==> config.mk <==
export PLATFORM = sky130hd
export DESIGN_NAME = rvv_backend_dispatch_raw_scoreboard
export DESIGN_NICKNAME = d
export VERILOG_FILES = /design/src/rtl/rvv_backend_dispatch_raw_scoreboard_pkg.sv /design/src/rtl/rvv_backend_dispatch_raw_scoreboard_lookup.sv /design/src/rtl/rvv_backend_dispatch_raw_scoreboard.sv
export SDC_FILE = /design/constraint.sdc
export NUM_CORES = 1
export LEC_CHECK = 0
export CAP_MARGIN = 30
export CELL_PAD_IN_SITES_DETAIL_PLACEMENT = 0
export CELL_PAD_IN_SITES_GLOBAL_PLACEMENT = 1
export CORE_MARGIN = 3
export CORE_UTILIZATION = 52
export DETAILED_ROUTE_END_ITERATION = 16
export PLACE_DENSITY = 0.91
export SETUP_SLACK_MARGIN = 0.4
export SLEW_MARGIN = 20
export SYNTH_ARGS = -nofsm -noshare
export SYNTH_HDL_FRONTEND = slang
export SYNTH_SLANG_ARGS = --single-unit
==> constraint.sdc <==
create_clock -name clk -period 12.1 [get_ports clk]
set_clock_uncertainty 0.1 [all_clocks]
set_input_delay 2.42 -clock clk [delete_from_list [all_inputs] [get_ports clk]]
set_output_delay 2.42 -clock clk [all_outputs]
set_load 0.005 [all_outputs]
==> src/rtl/rvv_backend_dispatch_raw_scoreboard_pkg.sv <==
// ============================================================================
// Module      : rvv_backend_dispatch_raw_scoreboard_pkg
// Description : Shared types and constants for the dispatch RAW scoreboard.
// Revision    : 1.0 - initial release
// ============================================================================
`default_nettype none

package rvv_backend_dispatch_raw_scoreboard_pkg;

    localparam int VREG_NUM = 32;
    localparam int IDX_W    = $clog2(VREG_NUM);
    localparam int SB_CNT_W = 3;

    typedef logic [SB_CNT_W-1:0] SB_CNT_t;
    typedef logic [IDX_W-1:0]    VREG_IDX_t;

    localparam VREG_IDX_t c_V0_INDEX = '0;

    typedef struct packed {
        VREG_IDX_t vs1_index;
        logic      vs1_valid;
        VREG_IDX_t vs2_index;
        logic      vs2_valid;
        VREG_IDX_t vs3_index;
        logic      vs3_valid;
        logic      vm;
    } SUC_UOP_RAW_t;

    typedef struct packed {
        logic vs1_wait;
        logic vs2_wait;
        logic vd_wait;
        logic v0_wait;
    } RAW_UOP_UOP_t;

    function automatic int unsigned sb_cnt_max(input int unsigned width);
        return (32'd1 << width) - 32'd1;
    endfunction

endpackage

`default_nettype wire

==> src/rtl/rvv_backend_dispatch_raw_scoreboard_lookup.sv <==
// ============================================================================
// Module      : rvv_backend_dispatch_raw_sb_lookup
// Description : Per-channel RAW check against scoreboard and older channels.
// Revision    : 1.0 - initial release
// ============================================================================
`default_nettype none

module rvv_backend_dispatch_raw_sb_lookup
    import rvv_backend_dispatch_raw_scoreboard_pkg::*;
#(
    parameter int CH_ID        = 0,
    parameter int DISPATCH_NUM = 2,
    parameter int CNT_W        = SB_CNT_W
) (
    input  logic      [CH_ID:0]                 i_suc_valid,
    input  SUC_UOP_RAW_t                        i_suc_uop,
    input  logic      [CH_ID:0]                 i_suc_w_valid,
    input  VREG_IDX_t [CH_ID:0]                 i_suc_w_index,
    input  logic      [VREG_NUM-1:0]            i_pend,
    input  logic      [VREG_NUM-1:0][CNT_W-1:0] i_cnt,
    output RAW_UOP_UOP_t                        o_raw_wait,
    output logic                                o_cnt_full
);

    localparam int c_SUM_W = CNT_W + $clog2(DISPATCH_NUM + 1) + 1;
    localparam logic [c_SUM_W-1:0] c_CNT_MAX = c_SUM_W'(sb_cnt_max(CNT_W));

    logic [VREG_NUM-1:0] w_older_wr;
    logic [VREG_NUM-1:0] w_busy;
    logic [c_SUM_W-1:0]  w_older_same;
    logic [c_SUM_W-1:0]  w_dst_total;
    VREG_IDX_t           w_dst;

    assign w_dst = i_suc_w_index[CH_ID];

    // Older channels in the same group act as not-yet-recorded allocations.
    always_comb begin
        w_older_wr   = '0;
        w_older_same = '0;
        for (int j = 0; j < CH_ID; j++) begin
            if (i_suc_valid[j] && i_suc_w_valid[j]) begin
                w_older_wr[i_suc_w_index[j]] = 1'b1;
                if (i_suc_w_index[j] == w_dst) begin
                    w_older_same = w_older_same + c_SUM_W'(1);
                end
            end
        end
    end

    assign w_busy = i_pend | w_older_wr;

    always_comb begin
        o_raw_wait          = '0;
        o_raw_wait.vs1_wait = i_suc_valid[CH_ID] & i_suc_uop.vs1_valid & w_busy[i_suc_uop.vs1_index];
        o_raw_wait.vs2_wait = i_suc_valid[CH_ID] & i_suc_uop.vs2_valid & w_busy[i_suc_uop.vs2_index];
        o_raw_wait.vd_wait  = i_suc_valid[CH_ID] & i_suc_uop.vs3_valid & w_busy[i_suc_uop.vs3_index];
        o_raw_wait.v0_wait  = i_suc_valid[CH_ID] & ~i_suc_uop.vm      & w_busy[c_V0_INDEX];
    end

    assign w_dst_total = c_SUM_W'(i_cnt[w_dst]) + w_older_same + c_SUM_W'(1);
    assign o_cnt_full  = i_suc_w_valid[CH_ID] & (w_dst_total > c_CNT_MAX);

endmodule

`default_nettype wire

==> src/rtl/rvv_backend_dispatch_raw_scoreboard.sv <==
// ============================================================================
// Module      : rvv_backend_dispatch_raw_scoreboard
// Description : Pending-write counter scoreboard with multi-channel RAW check.
//               Optional macro RAW_SB_WB_BYPASS_EN lets same-cycle writebacks
//               release hazards.
// Revision    : 1.0 - initial release
// ============================================================================
`default_nettype none

module rvv_backend_dispatch_raw_scoreboard
    import rvv_backend_dispatch_raw_scoreboard_pkg::*;
#(
    parameter int DISPATCH_NUM = 2,
    parameter int WB_NUM       = 4,
    parameter int CNT_W        = SB_CNT_W
) (
    input  logic                            clk,
    input  logic                            rst,
    input  logic                            i_flush,
    input  logic         [DISPATCH_NUM-1:0] i_suc_valid,
    input  SUC_UOP_RAW_t [DISPATCH_NUM-1:0] i_suc_uop,
    input  logic         [DISPATCH_NUM-1:0] i_suc_w_valid,
    input  VREG_IDX_t    [DISPATCH_NUM-1:0] i_suc_w_index,
    input  logic         [DISPATCH_NUM-1:0] i_dispatch_fire,
    input  logic         [WB_NUM-1:0]       i_wb_valid,
    input  VREG_IDX_t    [WB_NUM-1:0]       i_wb_index,
    output RAW_UOP_UOP_t [DISPATCH_NUM-1:0] o_raw_wait,
    output logic         [DISPATCH_NUM-1:0] o_cnt_full,
    output logic                            o_sb_busy,
    output logic                            o_sb_err
);

    localparam int c_ACC_W = CNT_W + $clog2(DISPATCH_NUM + WB_NUM + 1) + 1;
    localparam logic [c_ACC_W-1:0] c_ACC_MAX = c_ACC_W'(sb_cnt_max(CNT_W));

    logic [VREG_NUM-1:0][CNT_W-1:0]   r_cnt;
    logic                             r_sb_err;

    logic [VREG_NUM-1:0][c_ACC_W-1:0] w_inc;
    logic [VREG_NUM-1:0][c_ACC_W-1:0] w_dec;
    logic [VREG_NUM-1:0][CNT_W-1:0]   w_cnt_nxt;
    logic [VREG_NUM-1:0]              w_pend;
    logic                             w_underflow;

    always_comb begin
        w_inc = '0;
        w_dec = '0;
        for (int r = 0; r < VREG_NUM; r++) begin
            for (int i = 0; i < DISPATCH_NUM; i++) begin
                if (i_dispatch_fire[i] && i_suc_w_valid[i] && (i_suc_w_index[i] == VREG_IDX_t'(r))) begin
                    w_inc[r] = w_inc[r] + c_ACC_W'(1);
                end
            end
            for (int w = 0; w < WB_NUM; w++) begin
                if (i_wb_valid[w] && (i_wb_index[w] == VREG_IDX_t'(r))) begin
                    w_dec[r] = w_dec[r] + c_ACC_W'(1);
                end
            end
        end
    end

    // Allocations and retirements land together; only the net change matters.
    always_comb begin
        logic [c_ACC_W-1:0] w_sum;
        w_cnt_nxt   = r_cnt;
        w_underflow = 1'b0;
        w_sum       = '0;
        for (int r = 0; r < VREG_NUM; r++) begin
            w_sum = c_ACC_W'(r_cnt[r]) + w_inc[r];
            if (w_sum < w_dec[r]) begin
                w_cnt_nxt[r] = '0;
                w_underflow  = 1'b1;
            end else if ((w_sum - w_dec[r]) > c_ACC_MAX) begin
                w_cnt_nxt[r] = '1;
            end else begin
                w_cnt_nxt[r] = CNT_W'(w_sum - w_dec[r]);
            end
        end
    end

    always_comb begin
        w_pend = '0;
        for (int r = 0; r < VREG_NUM; r++) begin
`ifdef RAW_SB_WB_BYPASS_EN
            w_pend[r] = (c_ACC_W'(r_cnt[r]) > w_dec[r]);
`else
            w_pend[r] = |r_cnt[r];
`endif
        end
    end

    always_ff @(posedge clk) begin
        if (rst || i_flush) begin
            r_cnt    <= '0;
            r_sb_err <= 1'b0;
        end else begin
            r_cnt    <= w_cnt_nxt;
            r_sb_err <= r_sb_err | w_underflow;
        end
    end

    generate
        for (genvar ch = 0; ch < DISPATCH_NUM; ch++) begin : g_lookup
            rvv_backend_dispatch_raw_sb_lookup #(
                .CH_ID        (ch),
                .DISPATCH_NUM (DISPATCH_NUM),
                .CNT_W        (CNT_W)
            ) u_lookup (
                .i_suc_valid   (i_suc_valid[ch:0]),
                .i_suc_uop     (i_suc_uop[ch]),
                .i_suc_w_valid (i_suc_w_valid[ch:0]),
                .i_suc_w_index (i_suc_w_index[ch:0]),
                .i_pend        (w_pend),
                .i_cnt         (r_cnt),
                .o_raw_wait    (o_raw_wait[ch]),
                .o_cnt_full    (o_cnt_full[ch])
            );
        end
    endgenerate

    assign o_sb_busy = |r_cnt;
    assign o_sb_err  = r_sb_err;

endmodule

`default_nettype wire

; ---- Word level (Yosys, flattened, before mapping)
; Index checks and enable logic that the tools add are counted.
[op_classes]
n_reduce_logical = 268
addsub = 195
order_cmp = 75
eq_ne = 187
n_bitwise = 22
shifts = 0
n_mul = 0
div = 0
mux = 277
[ops]
columns = operator, count
row1 = adder 7 x 1 -> 7 bit (second input constant), 128
row2 = two-way mux 7 bit, 128
row3 = == test 5 bit (second input constant), 96
row4 = == test 5 x 4 -> 1 bit (second input constant), 48
row5 = adder 3 x 7 -> 7 bit, 32
row6 = > comparator 7 x 3 -> 1 bit (second input constant), 32
row7 = less-than comparator 7 bit, 32
row8 = subtractor 7 bit, 32
row9 = logical AND 1 bit, 196
row10 = == test 5 x 3 -> 1 bit (second input constant), 24
row11 = two-way mux 1 bit, 104
row12 = two-way mux 3 bit, 34
row13 = OR reduction 3 bit, 32
row14 = OR reduction 96 bit, 1
row15 = OR reduction 2 bit, 32
row16 = == test 5 x 2 -> 1 bit (second input constant), 12
row17 = less-than comparator 5 x 6 -> 1 bit (second input constant), 8
row18 = two-way mux 32 bit, 1
row19 = OR 32 bit, 1
row20 = binary-select mux 1 bit (select 5 bit), 6
row21 = binary-select mux 3 bit (select 5 bit), 2
row22 = == test 5 x 1 -> 1 bit (second input constant), 6
row23 = logical NOT 5 bit, 6
row24 = bitwise AND 1 bit, 18
row25 = other kinds (11), 13
[word_totals]
latchBits = 0
mem_count = 0
word_cells = 1057
inputBits = 81
rom_bits = 0
out_inout_bits = 12
register_bits = 97
mem_bits_rw = 0

; ---- Depth between registers and ports, before layout
[logic_depth]
ltp_word = 43
ltp_mapped = 20
ltp_nobuf = 19

; ---- By module
; From an unflattened synthesis, not the netlist that was laid out.
[hier_totals]
hier_cells = 2193
hier_area_um2 = 18371.4
[modules_own_cells]
columns = module, cells_per_inst, instances, area_per_inst_um2, seq_area_each_um2
row1 = rvv_backend_dispatch_raw_scoreboard, 1774, 1, 15082.0, 1941.9
row2 = rvv_backend_dispatch_raw_sb_lookup (g_lookup[1].u_lookup), 303, 1, 1974.4, 0.0
row3 = rvv_backend_dispatch_raw_sb_lookup (g_lookup[0].u_lookup), 116, 1, 1315.0, 0.0

; ---- Least setup slack after synthesis
; Ideal clock, no wire load.
[synth_path]
path_kind = in2out
startpoint = in i_suc_w_index[5] (netlist bit)
endpoint = out o_cnt_full[1]
path_buffers = 4
path_stages = 10
path_slack_ns = 5.063
required_ns = 9.580
arrival_time_ns = 4.517
cell_sequence = buf_6 -> buf_8 -> buf_2 -> mux4_2 -> mux4_2 -> mux2i_1 -> ha_1 -> inv_1 -> and4_1 -> buf_4
[synth_between]
elab_chain_cells = 7
elab_cells_between_ends = 9
classes_between = add/sub (2) / order compare (1) / eq/ne (1) / mux (4) / bitwise (1)
[synth_rtl]
columns = item, line
row1 = from (decl), rvv_backend_dispatch_raw_scoreboard.sv:23  ; input VREG_IDX_t [DISPATCH_NUM-1:0] i_suc_w_index,
row2 = branches (longest 3 deep; another with binary-select mux 3 bit (select 5 bit)), -
row3 = adder 3 x 6 -> 6 bit *, rvv_backend_dispatch_raw_scoreboard_lookup.sv:60  ; assign w_dst_total = c_SUM_W'(i_cnt[w_dst]) + w_older_same + c_SUM_W'(1);
row4 = adder 6 x 1 -> 6 bit *, rvv_backend_dispatch_raw_scoreboard_lookup.sv:60
row5 = > comparator 6 x 3 -> 1 bit *, rvv_backend_dispatch_raw_scoreboard_lookup.sv:61  ; assign o_cnt_full = i_suc_w_valid[CH_ID] & (w_dst_total > c_CNT_MAX);
row6 = bitwise AND 1 bit *, rvv_backend_dispatch_raw_scoreboard_lookup.sv:61
row7 = to (decl), rvv_backend_dispatch_raw_scoreboard.sv:28  ; output logic [DISPATCH_NUM-1:0] o_cnt_full,
; Mark *: on every way between the ends. The select of a mux whose other input is x is not followed.

==> metrics.log <==
[metrics] status: finished, final reports clean
[metrics] count of different cell masters after synthesis: 63
[metrics] setup repair after global routing missed its margin: false
[metrics] total global-route track usage: 0.310
[metrics] part of the total power dissipated in the clock network: 0.285
[metrics] number of nets with antenna violations after routing: 0
[metrics] via count of the first global-routing pass: 16300
[metrics] Layout fillers: 3107
[metrics] final design area excluding fillers: 0.0204 sq mm
[metrics] met1 track demand over resource: 0.420
[metrics] share of final-layout standard cells stronger than drive strength 1: 0.0567
[metrics] post-synthesis sequential area ratio: 0.105
[metrics] CTS H-Tree Depth: 3
[metrics] First-pass DRT Iterations: 6
[metrics] average vias per placed instance: 6.10
[metrics] Starting Density: 0.532
[metrics] number of inserted diodes: 0
[metrics] nets@finish: 2769
[metrics] worst min-delay path class: reg2reg
[metrics] Post-synth top flop: sky130_fd_sc_hd__dfxtp_1
[metrics] floorplan die area: 0.0379 sq mm
[metrics] GRT Max-Usage Layer: met2
[metrics] number of buffers inserted during clock tree synthesis: 9
[metrics] number of pins with negative max-slew slack in the final report: 0
[metrics] Comb pwr share: 0.414
[metrics] Max Root-Sink Buffers: 2
[metrics] Period Utilization, post-route: 0.717
[metrics] synthesized area per cell: 8.58 sq um
[metrics] cell type with the largest total area after synthesis: sky130_fd_sc_hd__ha_1
[metrics] vertical die dimension: 195 um
[metrics] site row count: 68
[metrics] Net Switching: 0.000454 W
[metrics] Max Cap Violations: 0
[metrics] CTS sink count: 97
[metrics] CTS-repair resized insts: 0
[metrics] Post-synth top cells: sky130_fd_sc_hd__ha_1, sky130_fd_sc_hd__nor2_1, sky130_fd_sc_hd__nand2_1, sky130_fd_sc_hd__inv_1, sky130_fd_sc_hd__a21oi_1
[metrics] total setup violations reported at the end of the flow: 0
[metrics] Internal: 0.000772 W
[metrics] Post-Route WL: 59300 um
[metrics] io pins: 93
[metrics] Leakage Power: 9.81 nW
[metrics] number of DRC markers after the initial detailed-route iteration: 1681
[metrics] remaining global-route overflow: 0
[metrics] wire length of the first global-routing pass: 91700 um
[metrics] Setup Fix Bufs, Post-CTS: 0
[metrics] areal power density over the cells: 60.0 mW/mm^2
[metrics] Required @ worst endpoint: 9.58 ns
[metrics] number of enable flip-flop cells after synthesis: 0
[metrics] final hold violation count: 0
[metrics] GR Util met3: 0.0466
[metrics] met2 capacity usage during global routing: 0.484
[metrics] final standard cell count with taps included and fillers excluded: 2731
[metrics] minimum period implied by the final worst setup slack: 8.68 ns
[metrics] number of antenna violations at the first check in global routing: 0
[metrics] transition time at the pin with the least slew margin: 1.03 ns
[metrics] sequential cell fraction of total power: 0.301
[metrics] Net Sw Frac: 0.370
[metrics] Port-buffer cells: 92
[metrics] crit path DAT: 6.16 ns
[metrics] synthesis-to-layout area growth: 10.5%
[metrics] placed cell area: 0.0201 sq mm
[metrics] worst-case vdd ir drop: 71.1 uV
[metrics] Netlist Area Pre-Place: 0.0185 sq mm
[metrics] GPL Wtd Cong: 0.986
[metrics] worst-skew pair later-pin latency: 0.37 ns
[metrics] hold_ws: 0.774 ns
[metrics] die boundary width: 195 um
[metrics] Critical Path End Type: output port
[metrics] highest net fanout along the worst path: 20
[metrics] # placed instances: 2714
[metrics] cells after synthesis: 2157
[metrics] maximum number of pins on one net before global-route repair: 35
[metrics] quantity of hold-fixing buffers added after cts: 0
[metrics] residual DRC count: 0
[metrics] clock tree root driver cell: sky130_fd_sc_hd__clkbuf_16
[metrics] TNS Setup: 0 ns
[metrics] fmax: 115 MHz
[metrics] biggest area contributors in the synthesized netlist: sky130_fd_sc_hd__ha_1, sky130_fd_sc_hd__dfxtp_1, sky130_fd_sc_hd__fa_1, sky130_fd_sc_hd__mux4_2, sky130_fd_sc_hd__nor2_1
[metrics] fraction of post-synthesis cell area in the top cell type by area: 0.217
[metrics] clock-pin slew reported for the worst setup and hold paths after clock tree synthesis: 0.06 ns
[metrics] most common cell in the synthesized netlist: sky130_fd_sc_hd__ha_1
[metrics] Syn. warnings: 0
[metrics] #FFs+latches synth: 97
[metrics] ys async rst share: 0
[metrics] type of the worst setup path: in2out
[metrics] DP Wirelength: 50200 um
[metrics] relative slew slack: 0.307
[metrics] routed wirelength normalized by instance count: 21.7 um
[metrics] total number of vias: 16700
[metrics] TritonCTS clock tree: yes
[metrics] Std-Cell Core Area: 0.0348 sq mm
[metrics] startpoint class of the critical path: input pin
cell families after synthesis:
group                    Yosys count  synth area share
AND/OR/NAND/NOR                  719             0.184
flip-flops                        97             0.105
multiplexers                     126             0.125
AO/OA/AOI/OAI                    387             0.135
buffers and inverters            244            0.0518
other                              2          0.000406
adder cells (fa/ha/maj)          417             0.321
XOR/XNOR                         165            0.0781
path summary, 6_finish.rpt:
kind	from	to	slack, ns	cells past startpoint
max	i_suc_w_index[2]	o_raw_wait[7]	3.42	8
min	o_sb_err$_SDFF_PP0_	o_sb_err$_SDFF_PP0_	0.77	4
max reg2reg	r_cnt[81]$_SDFF_PP0_	o_sb_err$_SDFF_PP0_	8.47	10
min reg2reg	o_sb_err$_SDFF_PP0_	o_sb_err$_SDFF_PP0_	0.77	4
layer usage:
layer / part of all wire / up-vias
met5: 0 / -
met1: 0.43 / 7833
met2: 0.43 / 799
met3: 0.083 / 200
li1: - / 7832
met4: 0.056 / 0
layout by cell type (no fill, tap or decap), types with 62 or more instances in the layout:
cell type,count
sky130_fd_sc_hd__inv_1,167
sky130_fd_sc_hd__nand3_1,63
sky130_fd_sc_hd__nor2_1,224
sky130_fd_sc_hd__dfxtp_1,97
sky130_fd_sc_hd__clkdlybuf4s50_1,89
sky130_fd_sc_hd__a21oi_1,105
sky130_fd_sc_hd__fa_1,96
sky130_fd_sc_hd__mux4_2,69
sky130_fd_sc_hd__nand2_1,176
sky130_fd_sc_hd__xor2_1,95
sky130_fd_sc_hd__o21ai_0,62
sky130_fd_sc_hd__conb_1,64
sky130_fd_sc_hd__a21o_1,80
sky130_fd_sc_hd__xnor2_1,70
sky130_fd_sc_hd__ha_1,321
sky130_fd_sc_hd__nor3_1,78
through the flow:
step                worst slack, ns   util  power [W]
floorplan                      5.06      -   0.000700
global placement               3.61  0.576   0.000857
detailed placement             3.52  0.577   0.000869
CTS                            3.52  0.587    0.00122
global route                   3.22  0.587    0.00129
finish                         3.42  0.587    0.00123
sequential cells by signal, indices dropped and copies added, names as in the netlist:
name,flops
r_cnt,96
o_sb_err,1
cell type report:
cell class | count | area, sq um | share of cell area
clock inverter | 4 | 98.8 | 0.00484
tap | 455 | 569 | 0.0279
timing repair buffer | 117 | 1100 | 0.0539
sequential | 97 | 1940 | 0.0950
inverter | 168 | 631 | 0.0309
multi-input combinational | 1878 | 15800 | 0.775
clock buffer | 12 | 256 | 0.0125
worst max-delay path, stage by stage:
cell and delay (ns):
sky130_fd_sc_hd__clkdlybuf4s50_1 0.90, sky130_fd_sc_hd__nand3b_1 0.53, sky130_fd_sc_hd__o21ai_0 0.46, sky130_fd_sc_hd__nor2_1 0.07
sky130_fd_sc_hd__a2111oi_0 0.52, sky130_fd_sc_hd__a2111oi_0 0.19, sky130_fd_sc_hd__o32ai_1 0.46, sky130_fd_sc_hd__clkdlybuf4s50_1 0.59
power by group through the flow:
stage / Clock (W) / Combinational [W] / Sequential, W
finish: 0.000349 / 0.000508 / 0.000369
global route: 0.000365 / 0.000554 / 0.000371
CTS: 0.000354 / 0.000497 / 0.000368
detailed placement: 0 / 0.000494 / 0.000375
global placement: 0 / 0.000483 / 0.000374
floorplan: 0 / 0.000339 / 0.000362
Power figures use the tool's default switching activity.
